--- src/rtl/mem_stage_pkg.sv ---
// Shared definitions for the memory stage: bus widths, opcode enumeration,
// access-length encodings and small opcode classification helpers.
package mem_stage_pkg;

  localparam int MS_OPT_W  = 6;
  localparam int MS_REG_AW = 5;
  localparam int MS_XLEN   = 32;

  localparam logic ENABLE  = 1'b1;
  localparam logic DISABLE = 1'b0;

  // mc_len carries (bytes - 1)
  localparam logic [1:0] LEN_BYTE = 2'd0;
  localparam logic [1:0] LEN_HALF = 2'd1;
  localparam logic [1:0] LEN_WORD = 2'd3;

  typedef enum logic [MS_OPT_W-1:0] {
    ZERO_OPT = 6'd0,
    OPT_ADD  = 6'd1,
    OPT_ADDI = 6'd2,
    OPT_SUB  = 6'd3,
    OPT_AND  = 6'd4,
    OPT_OR   = 6'd5,
    OPT_XOR  = 6'd6,
    OPT_SLL  = 6'd7,
    OPT_LUI  = 6'd8,
    OPT_LB   = 6'd16,
    OPT_LH   = 6'd17,
    OPT_LW   = 6'd18,
    OPT_LBU  = 6'd19,
    OPT_LHU  = 6'd20,
    OPT_SB   = 6'd24,
    OPT_SH   = 6'd25,
    OPT_SW   = 6'd26
  } opt_e;

  typedef enum logic [1:0] {
    ST_IDLE = 2'd0,
    ST_REQ  = 2'd1,
    ST_WAIT = 2'd2
  } mem_state_e;

  function automatic logic is_load(input logic [MS_OPT_W-1:0] op);
    case (op)
      OPT_LB, OPT_LH, OPT_LW, OPT_LBU, OPT_LHU: is_load = 1'b1;
      default:                                  is_load = 1'b0;
    endcase
  endfunction

  function automatic logic is_store(input logic [MS_OPT_W-1:0] op);
    case (op)
      OPT_SB, OPT_SH, OPT_SW: is_store = 1'b1;
      default:                is_store = 1'b0;
    endcase
  endfunction

  function automatic logic [1:0] access_len(input logic [MS_OPT_W-1:0] op);
    case (op)
      OPT_LB, OPT_LBU, OPT_SB: access_len = LEN_BYTE;
      OPT_LH, OPT_LHU, OPT_SH: access_len = LEN_HALF;
      default:                 access_len = LEN_WORD;
    endcase
  endfunction

  function automatic logic [MS_XLEN-1:0] store_mask(input logic [1:0] len);
    case (len)
      LEN_BYTE: store_mask = 32'h0000_00FF;
      LEN_HALF: store_mask = 32'h0000_FFFF;
      default:  store_mask = 32'hFFFF_FFFF;
    endcase
  endfunction

endpackage

--- src/rtl/mem_stage_if.sv ---
// Request/done bus between the memory stage (master) and the memory
// controller (slave); data is LSB-aligned in both directions.
interface mem_stage_if #(
  parameter int XLEN = mem_stage_pkg::MS_XLEN
);

  logic            mc_req;
  logic            mc_we;
  logic [XLEN-1:0] mc_addr;
  logic [1:0]      mc_len;
  logic [XLEN-1:0] mc_wdata;
  logic            mc_done;
  logic [XLEN-1:0] mc_rdata;

  modport master (
    output mc_req, mc_we, mc_addr, mc_len, mc_wdata,
    input  mc_done, mc_rdata
  );

  modport slave (
    input  mc_req, mc_we, mc_addr, mc_len, mc_wdata,
    output mc_done, mc_rdata
  );

endinterface

--- src/rtl/mem_stage_load_extend.sv ---
// Load-data extension: picks the byte/half/word of the raw LSB-aligned
// controller data and sign- or zero-extends it according to the opcode.
module mem_stage_load_extend
  import mem_stage_pkg::*;
#(
  parameter int OPT_W = MS_OPT_W,
  parameter int XLEN  = MS_XLEN
) (
  input  logic [OPT_W-1:0] op,
  input  logic [XLEN-1:0]  raw,
  output logic [XLEN-1:0]  ext
);

  // Width selection and extension of the returned load data
  always_comb begin
    ext = raw;
    case (op)
      OPT_LB:  ext = {{(XLEN-8){raw[7]}}, raw[7:0]};
      OPT_LBU: ext = {{(XLEN-8){1'b0}}, raw[7:0]};
      OPT_LH:  ext = {{(XLEN-16){raw[15]}}, raw[15:0]};
      OPT_LHU: ext = {{(XLEN-16){1'b0}}, raw[15:0]};
      default: ext = raw;
    endcase
  end

endmodule

--- src/rtl/mem_stage.sv ---
// Memory pipeline stage: registers ALU results toward write-back and runs
// loads/stores through the memory controller, stalling upstream meanwhile.
module mem_stage
  import mem_stage_pkg::*;
#(
  parameter int OPT_W  = MS_OPT_W,
  parameter int REG_AW = MS_REG_AW,
  parameter int XLEN   = MS_XLEN
) (
  input  logic              clk,
  input  logic              rst,
  input  logic              rdy,
  input  logic [OPT_W-1:0]  inst_i,
  input  logic [REG_AW-1:0] rd_i,
  input  logic [XLEN-1:0]   vd_i,
  input  logic [XLEN-1:0]   addr_i,
  input  logic              w_enable_i,
  mem_stage_if.master       mc,
  output logic              stall_req,
  output logic [REG_AW-1:0] rd_o,
  output logic [XLEN-1:0]   vd_o,
  output logic              w_enable_o
);

  mem_state_e        state_r, state_nxt_s;
  logic [OPT_W-1:0]  op_r, op_nxt_s;
  logic [REG_AW-1:0] rd_mem_r, rd_mem_nxt_s;
  logic [REG_AW-1:0] rd_r, rd_nxt_s;
  logic [XLEN-1:0]   vd_r, vd_nxt_s;
  logic              we_r, we_nxt_s;
  logic              req_r, req_nxt_s;
  logic              mwe_r, mwe_nxt_s;
  logic [XLEN-1:0]   addr_r, addr_nxt_s;
  logic [XLEN-1:0]   wdata_r, wdata_nxt_s;
  logic [1:0]        len_r, len_nxt_s;
  logic              stall_s;
  logic              is_mem_s;
  logic              rd_nz_s;
  logic              rd_mem_nz_s;
  logic [XLEN-1:0]   ext_s;

  assign is_mem_s    = is_load(inst_i) | is_store(inst_i);
  assign rd_nz_s     = (rd_i != {REG_AW{1'b0}});
  assign rd_mem_nz_s = (rd_mem_r != {REG_AW{1'b0}});

  // Extension uses the opcode captured at request time
  mem_stage_load_extend #(
    .OPT_W (OPT_W),
    .XLEN  (XLEN)
  ) u_load_extend (
    .op  (op_r),
    .raw (mc.mc_rdata),
    .ext (ext_s)
  );

  // Next-state, next-register values and the combinational stall request
  always_comb begin
    state_nxt_s  = state_r;
    op_nxt_s     = op_r;
    rd_mem_nxt_s = rd_mem_r;
    rd_nxt_s     = rd_r;
    vd_nxt_s     = vd_r;
    we_nxt_s     = we_r;
    req_nxt_s    = req_r;
    mwe_nxt_s    = mwe_r;
    addr_nxt_s   = addr_r;
    wdata_nxt_s  = wdata_r;
    len_nxt_s    = len_r;
    stall_s      = DISABLE;

    case (state_r)
      ST_IDLE: begin
        if (is_mem_s) begin
          stall_s      = ENABLE;
          state_nxt_s  = ST_REQ;
          we_nxt_s     = DISABLE;
          req_nxt_s    = ENABLE;
          mwe_nxt_s    = is_store(inst_i);
          addr_nxt_s   = addr_i;
          len_nxt_s    = access_len(inst_i);
          wdata_nxt_s  = vd_i & store_mask(access_len(inst_i));
          op_nxt_s     = inst_i;
          rd_mem_nxt_s = rd_i;
        end else begin
          rd_nxt_s = rd_i;
          vd_nxt_s = vd_i;
          we_nxt_s = w_enable_i & rd_nz_s & (inst_i != ZERO_OPT);
        end
      end
      ST_REQ: begin
        stall_s     = ENABLE;
        req_nxt_s   = DISABLE;
        state_nxt_s = ST_WAIT;
      end
      ST_WAIT: begin
        stall_s   = ENABLE;
        req_nxt_s = DISABLE;
        if (mc.mc_done) begin
          state_nxt_s = ST_IDLE;
          rd_nxt_s    = rd_mem_r;
          if (is_store(op_r)) begin
            vd_nxt_s = {XLEN{1'b0}};
            we_nxt_s = DISABLE;
          end else begin
            vd_nxt_s = ext_s;
            we_nxt_s = rd_mem_nz_s;
          end
        end else begin
          state_nxt_s = ST_WAIT;
        end
      end
      default: begin
        state_nxt_s = ST_IDLE;
        req_nxt_s   = DISABLE;
        we_nxt_s    = DISABLE;
      end
    endcase
  end

  // FSM state register; rdy low freezes it
  always_ff @(posedge clk or negedge rst) begin
    if (!rst) begin
      state_r <= ST_IDLE;
    end else if (rdy) begin
      state_r <= state_nxt_s;
    end
  end

  // Result, controller-bus and captured-instruction registers
  always_ff @(posedge clk or negedge rst) begin
    if (!rst) begin
      op_r     <= {OPT_W{1'b0}};
      rd_mem_r <= {REG_AW{1'b0}};
      rd_r     <= {REG_AW{1'b0}};
      vd_r     <= {XLEN{1'b0}};
      we_r     <= 1'b0;
      req_r    <= 1'b0;
      mwe_r    <= 1'b0;
      addr_r   <= {XLEN{1'b0}};
      wdata_r  <= {XLEN{1'b0}};
      len_r    <= 2'd0;
    end else if (rdy) begin
      op_r     <= op_nxt_s;
      rd_mem_r <= rd_mem_nxt_s;
      rd_r     <= rd_nxt_s;
      vd_r     <= vd_nxt_s;
      we_r     <= we_nxt_s;
      req_r    <= req_nxt_s;
      mwe_r    <= mwe_nxt_s;
      addr_r   <= addr_nxt_s;
      wdata_r  <= wdata_nxt_s;
      len_r    <= len_nxt_s;
    end
  end

  // Stall must read 0 while reset is held, even with a load still presented
  assign stall_req   = stall_s & rst;
  assign rd_o        = rd_r;
  assign vd_o        = vd_r;
  assign w_enable_o  = we_r;
  assign mc.mc_req   = req_r;
  assign mc.mc_we    = mwe_r;
  assign mc.mc_addr  = addr_r;
  assign mc.mc_len   = len_r;
  assign mc.mc_wdata = wdata_r;

endmodule

--- src/flat_wrapper.sv ---
// flat-port wrapper written by rule: the top's interface ports become plain ports
module mem_stage_flat import mem_stage_pkg::*;
#(
  parameter int OPT_W  = MS_OPT_W,
  parameter int REG_AW = MS_REG_AW,
  parameter int XLEN   = MS_XLEN
)
  (clk, rst, rdy, inst_i, rd_i, vd_i, addr_i, w_enable_i, stall_req, rd_o, vd_o, w_enable_o, mc_mc_req, mc_mc_we, mc_mc_addr, mc_mc_len, mc_mc_wdata, mc_mc_done, mc_mc_rdata);
  mem_stage_if #(.XLEN(XLEN)) mc_i ();
  input  logic clk;
  input  logic rst;
  input  logic rdy;
  input  logic [OPT_W-1:0] inst_i;
  input  logic [REG_AW-1:0] rd_i;
  input  logic [XLEN-1:0] vd_i;
  input  logic [XLEN-1:0] addr_i;
  input  logic w_enable_i;
  output logic stall_req;
  output logic [REG_AW-1:0] rd_o;
  output logic [XLEN-1:0] vd_o;
  output logic w_enable_o;
  output wire logic [$bits(mc_i.mc_req)-1:0] mc_mc_req;
  output wire logic [$bits(mc_i.mc_we)-1:0] mc_mc_we;
  output wire logic [$bits(mc_i.mc_addr)-1:0] mc_mc_addr;
  output wire logic [$bits(mc_i.mc_len)-1:0] mc_mc_len;
  output wire logic [$bits(mc_i.mc_wdata)-1:0] mc_mc_wdata;
  input wire logic [$bits(mc_i.mc_done)-1:0] mc_mc_done;
  input wire logic [$bits(mc_i.mc_rdata)-1:0] mc_mc_rdata;
  assign mc_mc_req = mc_i.mc_req;
  assign mc_mc_we = mc_i.mc_we;
  assign mc_mc_addr = mc_i.mc_addr;
  assign mc_mc_len = mc_i.mc_len;
  assign mc_mc_wdata = mc_i.mc_wdata;
  assign mc_i.mc_done = mc_mc_done;
  assign mc_i.mc_rdata = mc_mc_rdata;
  mem_stage #(.OPT_W(OPT_W), .REG_AW(REG_AW), .XLEN(XLEN)) u_core (.clk(clk), .rst(rst), .rdy(rdy), .inst_i(inst_i), .rd_i(rd_i), .vd_i(vd_i), .addr_i(addr_i), .w_enable_i(w_enable_i), .mc(mc_i), .stall_req(stall_req), .rd_o(rd_o), .vd_o(vd_o), .w_enable_o(w_enable_o));
endmodule
--- config.mk ---
export PLATFORM = sky130hd
export DESIGN_NAME = mem_stage_flat
export DESIGN_NICKNAME = d
export VERILOG_FILES = /design/src/rtl/mem_stage_pkg.sv /design/src/rtl/mem_stage_if.sv /design/src/rtl/mem_stage_load_extend.sv /design/src/rtl/mem_stage.sv /design/src/flat_wrapper.sv
export SDC_FILE = /design/constraint.sdc
export NUM_CORES = 1
export LEC_CHECK = 0
export CORE_MARGIN = 4
export CORE_UTILIZATION = 38
export CTS_CLUSTER_SIZE = 10
export DETAILED_ROUTE_END_ITERATION = 12
export PLACE_DENSITY_LB_ADDON = 0.15
export SETUP_SLACK_MARGIN = 0.2
export SKIP_CTS_REPAIR_TIMING = 1
export SYNTH_ARGS = -nofsm -noshare
export SYNTH_HDL_FRONTEND = slang
export SYNTH_SLANG_ARGS = --single-unit
--- constraint.sdc ---
create_clock -name clk -period 4.4 [get_ports clk]
set_clock_uncertainty 0.2 [all_clocks]
set_input_delay 0.44 -clock clk [delete_from_list [all_inputs] [get_ports clk]]
set_output_delay 0.44 -clock clk [all_outputs]
set_load 0.005 [all_outputs]
Yosys cells after proc, flatten, opt, wreduce, memory -nomap -nowiden
Index checks and enable logic that the tools add are counted.

Input bits: 112. Output and inout port bits: 107. Memories: 0. Register bits after elaboration: 119. Bits in writable memories: 0. Bits in latches: 0. Word-level logic and storage cells: 84. Memory bits (read-only): 0.

Eq/ne operators: 21. Shifts and indexed selects: 0. Bitwise gates (word level): 6. Muxes and demuxes: 30. $lt $le $gt $ge: 0. Add/subtract/negate cells: 0. Reduce and logical (&&, ||, !) cells: 16. Multipliers: 0. Divide/modulo/power cells: 0.

Operator list (number): 32-bit two-way mux (5); 32-bit case mux with 2 select lines (2); 32-bit case mux with 4 select lines (1); 6-bit by 5-bit == test with 1-bit output, second input constant (15); 32-bit bitwise AND (1); 3-bit OR reduction (4); 1-bit two-way mux (11); 5-bit two-way mux (2); 5-bit case mux with 2 select lines (1); 5-bit nonzero test (2); 2-bit two-way mux (4); 2-bit case mux with 3 select lines (1); 3-bit AND reduction (2); 6-bit nonzero test (1); 5-bit OR reduction (1); 2-bit by 1-bit == test with 1-bit output, second input constant (2); 2-bit logical NOT (2); 2-bit inequality test, second input constant (2); 2-bit case mux with 2 select lines (1); 4-bit AND reduction (1); 1-bit bitwise AND (3); 1-bit case mux with 3 select lines (1); 2-bit == test, second input constant (1); 2-bit by 1-bit inequality test with 1-bit output, second input constant (1); other kinds (6) (6).

Longest topological paths before layout
Gate-level depths: netlist of run 1.

Depth in word-level cells: 11. Gate-level depth with buffers: 8. Depth with buffers taken out: 6.

By module
From an unflattened synthesis of run 1, not the netlist that was laid out.

Cell total of the unflattened synthesis: 513. Area, all modules: 5808.1 um^2.

By module, submodules not included: mem_stage (sequential area each 2952.8 um^2, times used 1, area each 5407.7 um^2, cells each 458); mem_stage_load_extend (sequential area each 0.0 um^2, times used 1, area each 400.4 um^2, cells each 55).

Worst setup path before layout of run 1
Ideal clock, no wire load.

Path type: reg-to-reg. From: register u_core.state_r[0]. To: register u_core.vd_r[2], in the netlist u_core.vd_o[2]. Data required time: 4075 ps. Setup time: 125 ps. Slack: 2008 ps. Buffers on the path: 2. Data arrival time: 2068 ps. Cell stages (with the launch flop): 8. Period minus slack after synthesis: 2392 ps. Path through: dfrtp_1 -> inv_1 -> ha_1 -> clkbuf_1 -> nor2_1 -> a311oi_4 -> buf_2 -> mux2_2.

Cells in the longest elaborated chain, start to end: 3. Elaborated cells between the ends (all ways): 7. Those cells by class: eq/ne (3); mux (1); reduce/logical (3).

RTL lines: start: declaration (RTL line mem_stage.sv:25) `mem_state_e state_r, state_nxt_s;`; start signal: assignment (RTL line mem_stage.sv:125) `state_r <= state_nxt_s;`; 2-bit == test / 2-bit logical NOT (equally long branches) (RTL line mem_stage.sv:71) `case (state_r)`; 2-bit inequality test (no source line) / 2-bit nonzero test (equally long branches); 4-bit AND reduction (no source line); end signal: assignment (RTL line mem_stage.sv:135) `vd_r <= {XLEN{1'b0}};`; end signal: assignment (RTL line mem_stage.sv:146) `vd_r <= vd_nxt_s;`; end: declaration (RTL line mem_stage.sv:29) `logic [XLEN-1:0] vd_r, vd_nxt_s;`.

Parallel ways exist; a longest one is shown, timed or not. A chain may end at the register's enable or synchronous reset.

Worst setup path in the final report of run 1
From: input port inst_i[0]. To: output port stall_req.

Cells in the longest elaborated chain, start to end: 7. Elaborated cells between the ends (all ways): 16. Those cells by class: eq/ne (8); mux (4); bitwise (2); reduce/logical (2).

RTL lines: start: declaration (RTL line flat_wrapper.sv:13) `input logic [OPT_W-1:0] inst_i;`; 6-bit by 5-bit == test with 1-bit output (on tied branches) (RTL line mem_stage_pkg.sv:44, mem_stage_pkg.sv:51); 5-bit OR reduction / 3-bit OR reduction (equally long branches) (RTL line mem_stage_pkg.sv:44, mem_stage_pkg.sv:51); 1-bit two-way mux (on tied branches) (RTL line mem_stage_pkg.sv:44, mem_stage_pkg.sv:51); 1-bit bitwise OR (*) (RTL line mem_stage.sv:42) `assign is_mem_s = is_load(inst_i) | is_store(inst_i);`; 1-bit two-way mux (*) (RTL line mem_stage.sv:73) `if (is_mem_s) begin`; 1-bit case mux with 2 select lines (*) (RTL line mem_stage.sv:71); 1-bit bitwise AND (*) (RTL line mem_stage.sv:157) `assign stall_req = stall_s & rst;`; end: declaration (RTL line flat_wrapper.sv:18) `output logic stall_req;`.

Mark *: on every way between the ends. The rest lies on a longest branch, timed or not.

==> metrics.txt, run 1 <==
status complete, no violations; Final Critical Period 3.24 ns; Synth-to-Final Area Change 51.4%; WL met3 1450 µm; synth top area cells dfrtp_1 54%, mux2_2 15%, o32a_1 4.4%; Syn Inst Count 439; CTS sink cnt 118; M1 wire length 6420 µm; antenna violations before repair 0; top cell type's share of synthesized area 0.543; CTS Buf Count 17; worst min-delay path class in -> async; Placed Area 7760 µm²; Worst-path clk slew 0.05 ns; Final Hold Vio Count 0; I/O pin count 219; Power Density 689 nW/µm²; PortBufs 218; EDFF count, synth 0; critical path class in -> out; dpl ws 1.10 ns; routed via count 4437; syn_nets 555; H-tree levels 4; die height 128 µm; Slew Limit Headroom 0.232; R2R Path End u_core.vd_o[15]; Final Util 0.591; VDD IR max 274 µV; num rows 43; starting density of the core 0.390; Die Wd 128 µm; Die ar. 16300 µm²; Mean Syn Cell Area 12.4 µm²; GRT Resource Usage Total 0.200; Synth top cells by count 118 x dfrtp_1, 71 x mux2_2, 24 x a22o_1, 24 x nand2_1, 24 x o32a_1; Main synth FF type dfrtp_1; DRT Pass-1 Iters 4; Skew-Pair Late Insertion Delay 0.40 ns; largest net degree at the start of global routing 62; CTS tree built; Least-Margin Pin Slew 1.15 ns; YS warnings 0; RSZ-0062 raised after global routing no; CTS Buffer Depth 2; residual DRC count 0; Via-to-Cell Ratio 5.30; Reg2Reg Setup Slack 1.76 ns; worst setup margin 1.16 ns; Final Cycle Share 0.737; CP Launch Type primary input; synthesized area 5440 µm²; Reg2Reg Depth 6; layout cells sized above 1 0.175; Max Cap Viol 0; final setup TNS 0 ns; GPL Wtd Cong 0.769; DP HPWL 11600 µm; vias in the first global route 4897; Core Region 13900 µm²; uppermost layer routed met4; count of cell types in the netlist 45; Final Max Tran Viols 0; Wirelength per Cell 19.1 µm; Async SR Flop Fraction 1.00; final net count 767; routed wire length 16000 µm; P_leak 3.34 nW; top-count cell post-synth dfrtp_1; root buffer cell clkbuf_16; # diodes 0; achievable clock frequency 0.309 GHz; Final Cell Area 8240 µm²; sequential-to-total area share from yosys stat 0.543; CP required 3.76 ns; first-pass GRT wire length 25400 µm; Final Total Pwr 5.67 mW; final setup fails 0; highest fanout seen on the critical path 7; gr ovfl total 0; r2r startpoint u_core.state_r[0]; endpoint class of the critical path primary output; antenna viol nets, final 0; #FFs+latches synth 118; WP data arrival 2.60 ns; Synth area leader dfrtp_1; met2 routed WL 7760 µm; Starting DRT DRC Count 181
==> worst max path at each step <==
stage | start | end | slack [ns] | cells after the start
6_report | inst_i[0] | stall_req | 1.16 | 6
5_1_grt | inst_i[0] | stall_req | 0.93 | 6
4_1_cts | inst_i[0] | stall_req | 1.14 | 6
3_5_place_dp | inst_i[0] | u_core.mc.mc_addr[23] | 1.10 | 6
3_3_place_gp | inst_i[0] | u_core.mc.mc_addr[7] | 1.15 | 6
2_1_floorplan | u_core.state_r[0] | u_core.vd_o[2] | 2.01 | 7
==> layer usage <==
metal	vias to the layer above	global-route usage
li1	2059	-
met1	2175	0.243
met2	178	0.319
met3	25	0.0846
met4	0	0.0755
met5	-	0
==> state kept, by name (all words and copies together) (netlist names), 2 cells and up <==
signal and flops:
u_core.mc.mc_addr 32, u_core.mc.mc_len 2, u_core.mc.mc_wdata 32, u_core.op_r 6, u_core.rd_mem_r 5, u_core.rd_o 5, u_core.state_r 2, u_core.vd_o 32
==> per-stage QoR <==
stage	hold slack (ns)	instances
6_report	0.0564	837
5_1_grt	0.101	837
2_1_floorplan	-0.0556	439
3_5_place_dp	0.279	812
3_3_place_gp	0.261	812
4_1_cts	0.0715	837
==> logic make-up (layout without fill, tap and decap cells) <==
logic type / count (synthesis) / after routing / synth area share
AO/OA/AOI/OAI: 140 / 140 / 0.193
flip-flops: 118 / 118 / 0.543
multiplexers: 80 / 80 / 0.164
AND/OR/NAND/NOR: 51 / 51 / 0.0508
buffers and inverters: 45 / 263 / 0.0396
adder cells (fa/ha/maj): 4 / 4 / 0.00920
XOR/XNOR: 1 / 1 / 0.00161
==> cell usage in the layout, fill, tap and decap left out, types with 6 or more instances in the layout <==
master and n:
clkdlybuf4s50_1 217, dfrtp_1 118, mux2_2 71, nand2_1 24
o32a_1 24, a22o_1 24, a21oi_1 23, o21ai_0 22
o21a_1 18, clkbuf_16 17, inv_1 12, a21oi_2 10
mux2i_1 9, buf_4 7, o22ai_1 6, clkbuf_1 6
==> where the power goes <==
group          switching [mW]  internal (mW)  total [mW]
registers               0.306           1.59        1.89
logic                    1.08           1.56        2.64
clock network           0.420          0.723        1.14
total                    1.81           3.87        5.67
==> critical path, stage by stage <==
cell,delay (ns)
clkdlybuf4s50_1,0.55
o21a_1,0.24
o21ai_1,0.43
a31oi_1,0.16
nor3b_1,0.21
clkdlybuf4s50_1,0.58
==> final cells by class <==
cell class	count	area [µm²]
Clock buffer	25	475
Fill cell	1118	5700
Inverter	13	48.8
Multi-Input combinational cell	276	2290
Sequential cell	118	2950
Tap cell	180	225
Timing Repair Buffer	225	2240
No activity file was read; power rests on OpenSTA's default activity.
==> inputs of run 2 (changes only) <==
clock period = 3.2 ns   (was 4.4 ns; I/O delays follow)
==> run 2 against run 1 <==
Non-clock buffer count rose by 8. Routed wire length fell by 1.5%. Via count rose by 1.3%. Critical endpoint unchanged. Register-to-register slack got worse by 1.1 ns. Combinational power rose by 38%. Final cell count rose by 1.8%. Critical path depth fell by 1.
==> metrics.txt, run 2 (synthesis gave the netlist of run 1 again) <==
status complete, no violations (unchanged); Skew-Pair Late Insertion Delay 0.40 ns (about the same); Die ar. 16300 µm² (unchanged); DRT Pass-1 Iters 4 (unchanged); CTS sink cnt 118 (unchanged); CP required 2.68 ns (was 3.76 ns); commonest non-fill, non-tap cell in the layout clkdlybuf4s50_1 (unchanged); Max Cap Viol 0 (unchanged); H-tree levels 4 (unchanged); Final Max Tran Viols 0 (unchanged); multi-input logic area 2300 µm² (was 2290 µm²); CTS Buf Count 17 (unchanged); Buf/Inv on CP 2 (unchanged); PortBufs 218 (unchanged); CTS Buffer Depth 2 (unchanged); Synth-to-Final Area Change 55.3% (was 51.4%); I/O pin count 219 (unchanged); CP delay by family, top buffers and inverters (unchanged); # diodes 0 (unchanged); Starting DRT DRC Count 211 (was 181); final setup TNS 0 ns (unchanged); RSZ-0062 raised after global routing no (unchanged); placed instance count 819 (was 812); Via-to-Cell Ratio 5.27 (was 5.30); Slowest-stage cell, CP clkdlybuf4s50_1 (unchanged); Final Util 0.606 (was 0.591); Final Hold Vio Count 0 (unchanged); vias in the first global route 4929 (was 4897); Worst-path clk slew 0.05 ns (about the same); root buffer cell clkbuf_16 (unchanged); FF/Latch Area 2950 µm² (unchanged); Min Hold Slack 0.278 ns (was 0.0564 ns); P_leak 3.46 nW (was 3.34 nW); endpoint class of the critical path primary output (unchanged); Slew Limit Headroom 0.295 (was 0.232); critical path class reg -> out (was in -> out); Power Density 969 nW/µm² (was 689 nW/µm²); achievable clock frequency 0.360 GHz; layout cells sized above 1 0.198 (was 0.175); VDD IR max 407 µV (was 274 µV); routed via count 4493 (was 4437); Die Wd 128 µm (unchanged); routed wire length 15800 µm (was 16000 µm); final std cells w/o fill 852 (was 837); first-pass GRT wire length 25300 µm (was 25400 µm); DP HPWL 11400 µm (was 11600 µm); Fill cells 1178 (was 1118); Final Cycle Share 0.869; Core Region 13900 µm² (unchanged); worst min-delay path class reg -> reg (was in -> async); CTS tree built (unchanged); most frequent cells in the layout 217 x clkdlybuf4s50_1, 118 x dfrtp_1, 71 x mux2_2 (unchanged); Wirelength per Cell 18.5 µm (was 19.1 µm); GPL Wtd Cong 0.788 (was 0.769); Final Critical Period 2.78 ns; final net count 775 (was 767); antenna violations before repair 0 (unchanged); starting density of the core 0.390 (unchanged); num rows 43 (unchanged); die height 128 µm (unchanged); CP cell instances inv_1 -> ha_1 -> a31oi_1 -> nor3b_1 -> clkdlybuf4s50_1 (was clkdlybuf4s50_1 -> o21a_1 -> o21ai_1 -> a31oi_1 -> nor3b_1 -> clkdlybuf4s50_1); CP Launch Type flip-flop (was primary input); final setup fails 0 (unchanged); Least-Margin Pin Slew 1.05 ns (was 1.15 ns); residual DRC count 0 (unchanged); WP data arrival 2.26 ns (was 2.60 ns); max incr delay on CP 0.58 ns (about the same); Final Total Pwr 8.18 mW (was 5.67 mW); antenna viol nets, final 0 (unchanged); gr ovfl total 0 (unchanged); GRT Resource Usage Total 0.197 (was 0.200); largest net degree at the start of global routing 119 (was 62); highest fanout seen on the critical path 10 (was 7)
-- run 2: cell count changes in the layout (fill, tap and decap cells not counted), sizes merged --
cell         before  now
buf               8   15
bufinv            0    4
clkbuf           25   21
clkinv            1    8
dlygate4sd3       0    1
-- run 2: layer usage --
| metal | global-route usage | wire (µm) | part of all wire |
|---|---|---|---|
| met3 | 0.0700 | 1270 | 0.081 |
| met4 | 0.0749 | 342 | 0.022 |
| met2 | 0.322 | 7700 | 0.49 |
| met5 | 0 | 0 | 0 |
| met1 | 0.239 | 6440 | 0.41 |
-- run 2: layout make-up --
cell class | instances | share of cell area
inverters | 13 | 0.00578
well taps | 180 | 0.0267
clock inverters | 11 | 0.0184
repair buffers | 233 | 0.275
clock buffers | 21 | 0.0533
flip-flops and latches | 118 | 0.350
multi-input cells | 276 | 0.272
-- run 2: worst paths after layout --
check | slack [ns] | depth (start not counted) | from | end
max | 0.42 | 5 | u_core.state_r[0] | stall_req
min | 0.28 | 1 | u_core.mc.mc_len[1] | u_core.mc.mc_len[1]
max reg2reg | 0.69 | 7 | u_core.state_r[0] | u_core.rd_o[4]
min reg2reg | 0.28 | 1 | u_core.mc.mc_len[1] | u_core.mc.mc_len[1]
max in group asynchronous | 1.88 | 3 | rst | u_core.vd_o[22]
min in group asynchronous | 0.37 | 3 | rst | u_core.vd_o[13]
-- run 2: report_power, final --
| part | internal, mW | switching, mW | leakage (nW) | total [mW] |
|---|---|---|---|---|
| logic | 2.17 | 1.46 | 1.74 | 3.63 |
| clock network | 1.31 | 0.639 | 0.304 | 1.95 |
| registers | 2.18 | 0.418 | 1.42 | 2.60 |
| total | 5.66 | 2.52 | 3.46 | 8.18 |
-- run 2: stage by stage --
stage	setup WS, ns	cell area, µm²
6_report	0.419	8450
5_1_grt	0.270	8450
4_1_cts	0.305	8430
3_5_place_dp	0.332	7830
3_3_place_gp	0.326	7830
2_1_floorplan	0.808	5440
==> inputs of run 3 (changes only) <==
SYNTH_HIERARCHICAL = 1   (was default)
==> run 3 against run 2 <==
Via count rose by 3.2%. Largest cell class unchanged. Worst setup slack got worse by 0.063 ns. Count of clock-buffer cells in the layout decreased by 4. Non-clock buffer count is the same. Die area is 6.3% higher. Fmax is 2.2% lower. Area after synthesis rose by 6.8%. Sequential cell count is the same. First-iteration DRC count grew 14%. Utilization is 1.5 points lower.
==> metrics.txt, run 3 <==
P_leak 3.82 nW (was 3.46 nW); GPL Wtd Cong 0.780 (was 0.788); Syn Inst Count 513 (was 439); Main synth FF type dfrtp_1 (unchanged); Final Cycle Share 0.889 (was 0.869); Worst Setup SP u_core/state_r[0] (was u_core.state_r[0]); # diodes 0 (unchanged); commonest non-fill, non-tap cell in the layout clkdlybuf4s50_1 (unchanged); Async SR Flop Fraction 1.00 (unchanged); Reg2Reg Depth 6 (was 7); Starting DRT DRC Count 240 (was 211); VDD IR max 444 µV (was 407 µV); most frequent cells in the layout 217 x clkdlybuf4s50_1, 118 x dfrtp_1, 91 x mux2_2 (was 217 x clkdlybuf4s50_1, 118 x dfrtp_1, 71 x mux2_2); gr ovfl total 0 (unchanged); placed instance count 886 (was 819); CTS Buffer Depth 2 (unchanged); PortBufs 218 (unchanged); critical path class reg -> out (unchanged); top cell type's share of synthesized area 0.508 (was 0.543); Skew-Pair Late Insertion Delay 0.40 ns (about the same); DP HPWL 11700 µm (was 11400 µm); starting density of the core 0.394 (was 0.390); YS warnings 6 (was 0); RSZ-0062 raised after global routing no (unchanged); H-tree levels 4 (unchanged); Power Density 963 nW/µm² (was 969 nW/µm²); #FFs+latches synth 118 (unchanged); routed wire length 16000 µm (was 15800 µm); Max Cap Viol 0 (unchanged); status complete, no violations (unchanged); endpoint class of the critical path primary output (unchanged); antenna violations before repair 0 (unchanged); top-count cell post-synth dfrtp_1 (unchanged); Fill cells 1227 (was 1178); highest fanout seen on the critical path 9 (was 10); num rows 44 (was 43); root buffer cell clkbuf_16 (unchanged); WP data arrival 2.32 ns (was 2.26 ns); Via-to-Cell Ratio 5.05 (was 5.27); CP Launch Type flip-flop (unchanged); Die Wd 132 µm (was 128 µm); vias in the first global route 5096 (was 4929); Die ar. 17300 µm² (was 16300 µm²); Least-Margin Pin Slew 1.09 ns (was 1.05 ns); Synth area leader dfrtp_1 (unchanged); residual DRC count 0 (unchanged); Core Region 14800 µm² (was 13900 µm²); crit path to stall_req (unchanged); Final Critical Period 2.84 ns (was 2.78 ns); final setup TNS 0 ns (unchanged); DRT Pass-1 Iters 4 (unchanged); CTS tree built (unchanged); CTS Buf Count 17 (unchanged); largest net degree at the start of global routing 84 (was 119); die height 132 µm (was 128 µm); Worst-path clk slew 0.05 ns (about the same); sequential-to-total area share from yosys stat 0.508 (was 0.543); synth top area cells dfrtp_1 51%, mux2_2 18%, inv_1 3.9% (was dfrtp_1 54%, mux2_2 15%, o32a_1 4.4%); synthesized area 5810 µm² (was 5440 µm²); r2r startpoint u_core/op_r[1] (was u_core.state_r[0]); Mean Syn Cell Area 11.3 µm² (was 12.4 µm²); Reg2Reg Setup Slack 0.64 ns (was 0.69 ns); Final Hold Vio Count 0 (unchanged); count of cell types in the netlist 44 (was 45); Final Max Tran Viols 0 (unchanged); worst min-delay path class in -> async (was reg -> reg); Synth top cells by count 118 x dfrtp_1, 91 x mux2_2, 60 x inv_1, 51 x nand2_1, 32 x o22ai_1 (was 118 x dfrtp_1, 71 x mux2_2, 24 x a22o_1, 24 x nand2_1, 24 x o32a_1); final setup fails 0 (unchanged); I/O pin count 219 (unchanged); layout cells sized above 1 0.220 (was 0.198); syn_nets 629 (was 555); routed via count 4639 (was 4493); Synth-to-Final Area Change 50.1% (was 55.3%); R2R Path End u_core/vd_o[26] (was u_core.rd_o[4]); CP required 2.68 ns (about the same); Final Total Pwr 8.39 mW (was 8.18 mW); first-pass GRT wire length 26100 µm (was 25300 µm); final std cells w/o fill 919 (was 852); GRT Resource Usage Total 0.186 (was 0.197); final net count 838 (was 775); Wirelength per Cell 17.4 µm (was 18.5 µm); CTS sink cnt 118 (unchanged); antenna viol nets, final 0 (unchanged); EDFF count, synth 0 (unchanged); achievable clock frequency 0.352 GHz (was 0.360 GHz); Slew Limit Headroom 0.272 (was 0.295)
==> run 3: cell count changes after synthesis, sizes merged, moves of 14 or more <==
cell,change
a22o,-24
a21o,+15
a31o,+15
o32a,-24
o22ai,+27
o21a,-17
a21oi,-30
o21ai,-21
inv,+48
mux2,+25
buf,+16
nand2,+27
a31oi,+14
==> run 3: worst min path at each step <==
stage                     start                     to  slack (ns)  cells after the start
after detailed placement    rst  u_core/mc.mc_addr[12]        0.11                      1
after global routing        rst  u_core/mc.mc_addr[12]        0.27                      2
after floorplan             rst   u_core/mc.mc_addr[0]       -0.18                      0
after global placement      rst  u_core/mc.mc_addr[10]        0.10                      1
after CTS                   rst   u_core/mc.mc_addr[9]       -0.33                      1
final                       rst  u_core/mc.mc_addr[12]        0.22                      2
==> run 3: metrics by stage <==
stage	setup WS, ns	hold WS (ns)	util	instance area (µm²)
after floorplan	0.900	-0.176	-	5810
after global placement	0.323	0.104	0.548	8080
after detailed placement	0.290	0.109	0.548	8080
after CTS	0.335	-0.328	0.590	8710
after global routing	0.201	0.270	0.591	8720
final	0.356	0.216	0.591	8720
==> run 3: report_power, final <==
part	leakage (nW)	internal, mW	total (mW)	switching [mW]
logic	2.12	2.29	3.71	1.42
clock network	0.288	1.31	2.00	0.697
registers	1.41	2.24	2.68	0.446
total	3.82	5.83	8.39	2.56
==> run 3: per-layer routing <==
layer / GRT usage / routed length, µm / vias up
met4: 0.0572 / 191 / 0
met2: 0.315 / 7920 / 161
met1: 0.215 / 6520 / 2263
li1: - / - / 2198
met3: 0.0765 / 1340 / 17
met5: 0 / 0 / -
==> run 3: worst max-delay path, stage by stage, from the launching register on <==
cell and delay, ns:
dfrtp_1 0.44, inv_1 0.11, ha_1 0.39, a21oi_1 0.12
nor3b_1 0.25, clkdlybuf4s50_1 0.60
==> run 3: kinds of logic after synthesis <==
| kind of cell | after synthesis | synth area share |
|---|---|---|
| flip-flops | 118 | 0.508 |
| adder cells (fa/ha/maj) | 4 | 0.00862 |
| buffers and inverters | 103 | 0.0849 |
| multiplexers | 104 | 0.200 |
| AO/OA/AOI/OAI | 106 | 0.135 |
| AND/OR/NAND/NOR | 78 | 0.0633 |
==> run 3: final cells by class <==
cell class,count,area [µm²],area share
well taps,184,230,0.0264
inverters,60,225,0.0258
flip-flops and latches,118,2950,0.339
repair buffers,233,2310,0.265
multi-input cells,292,2370,0.272
clock buffers,17,425,0.0488
clock inverters,15,205,0.0235
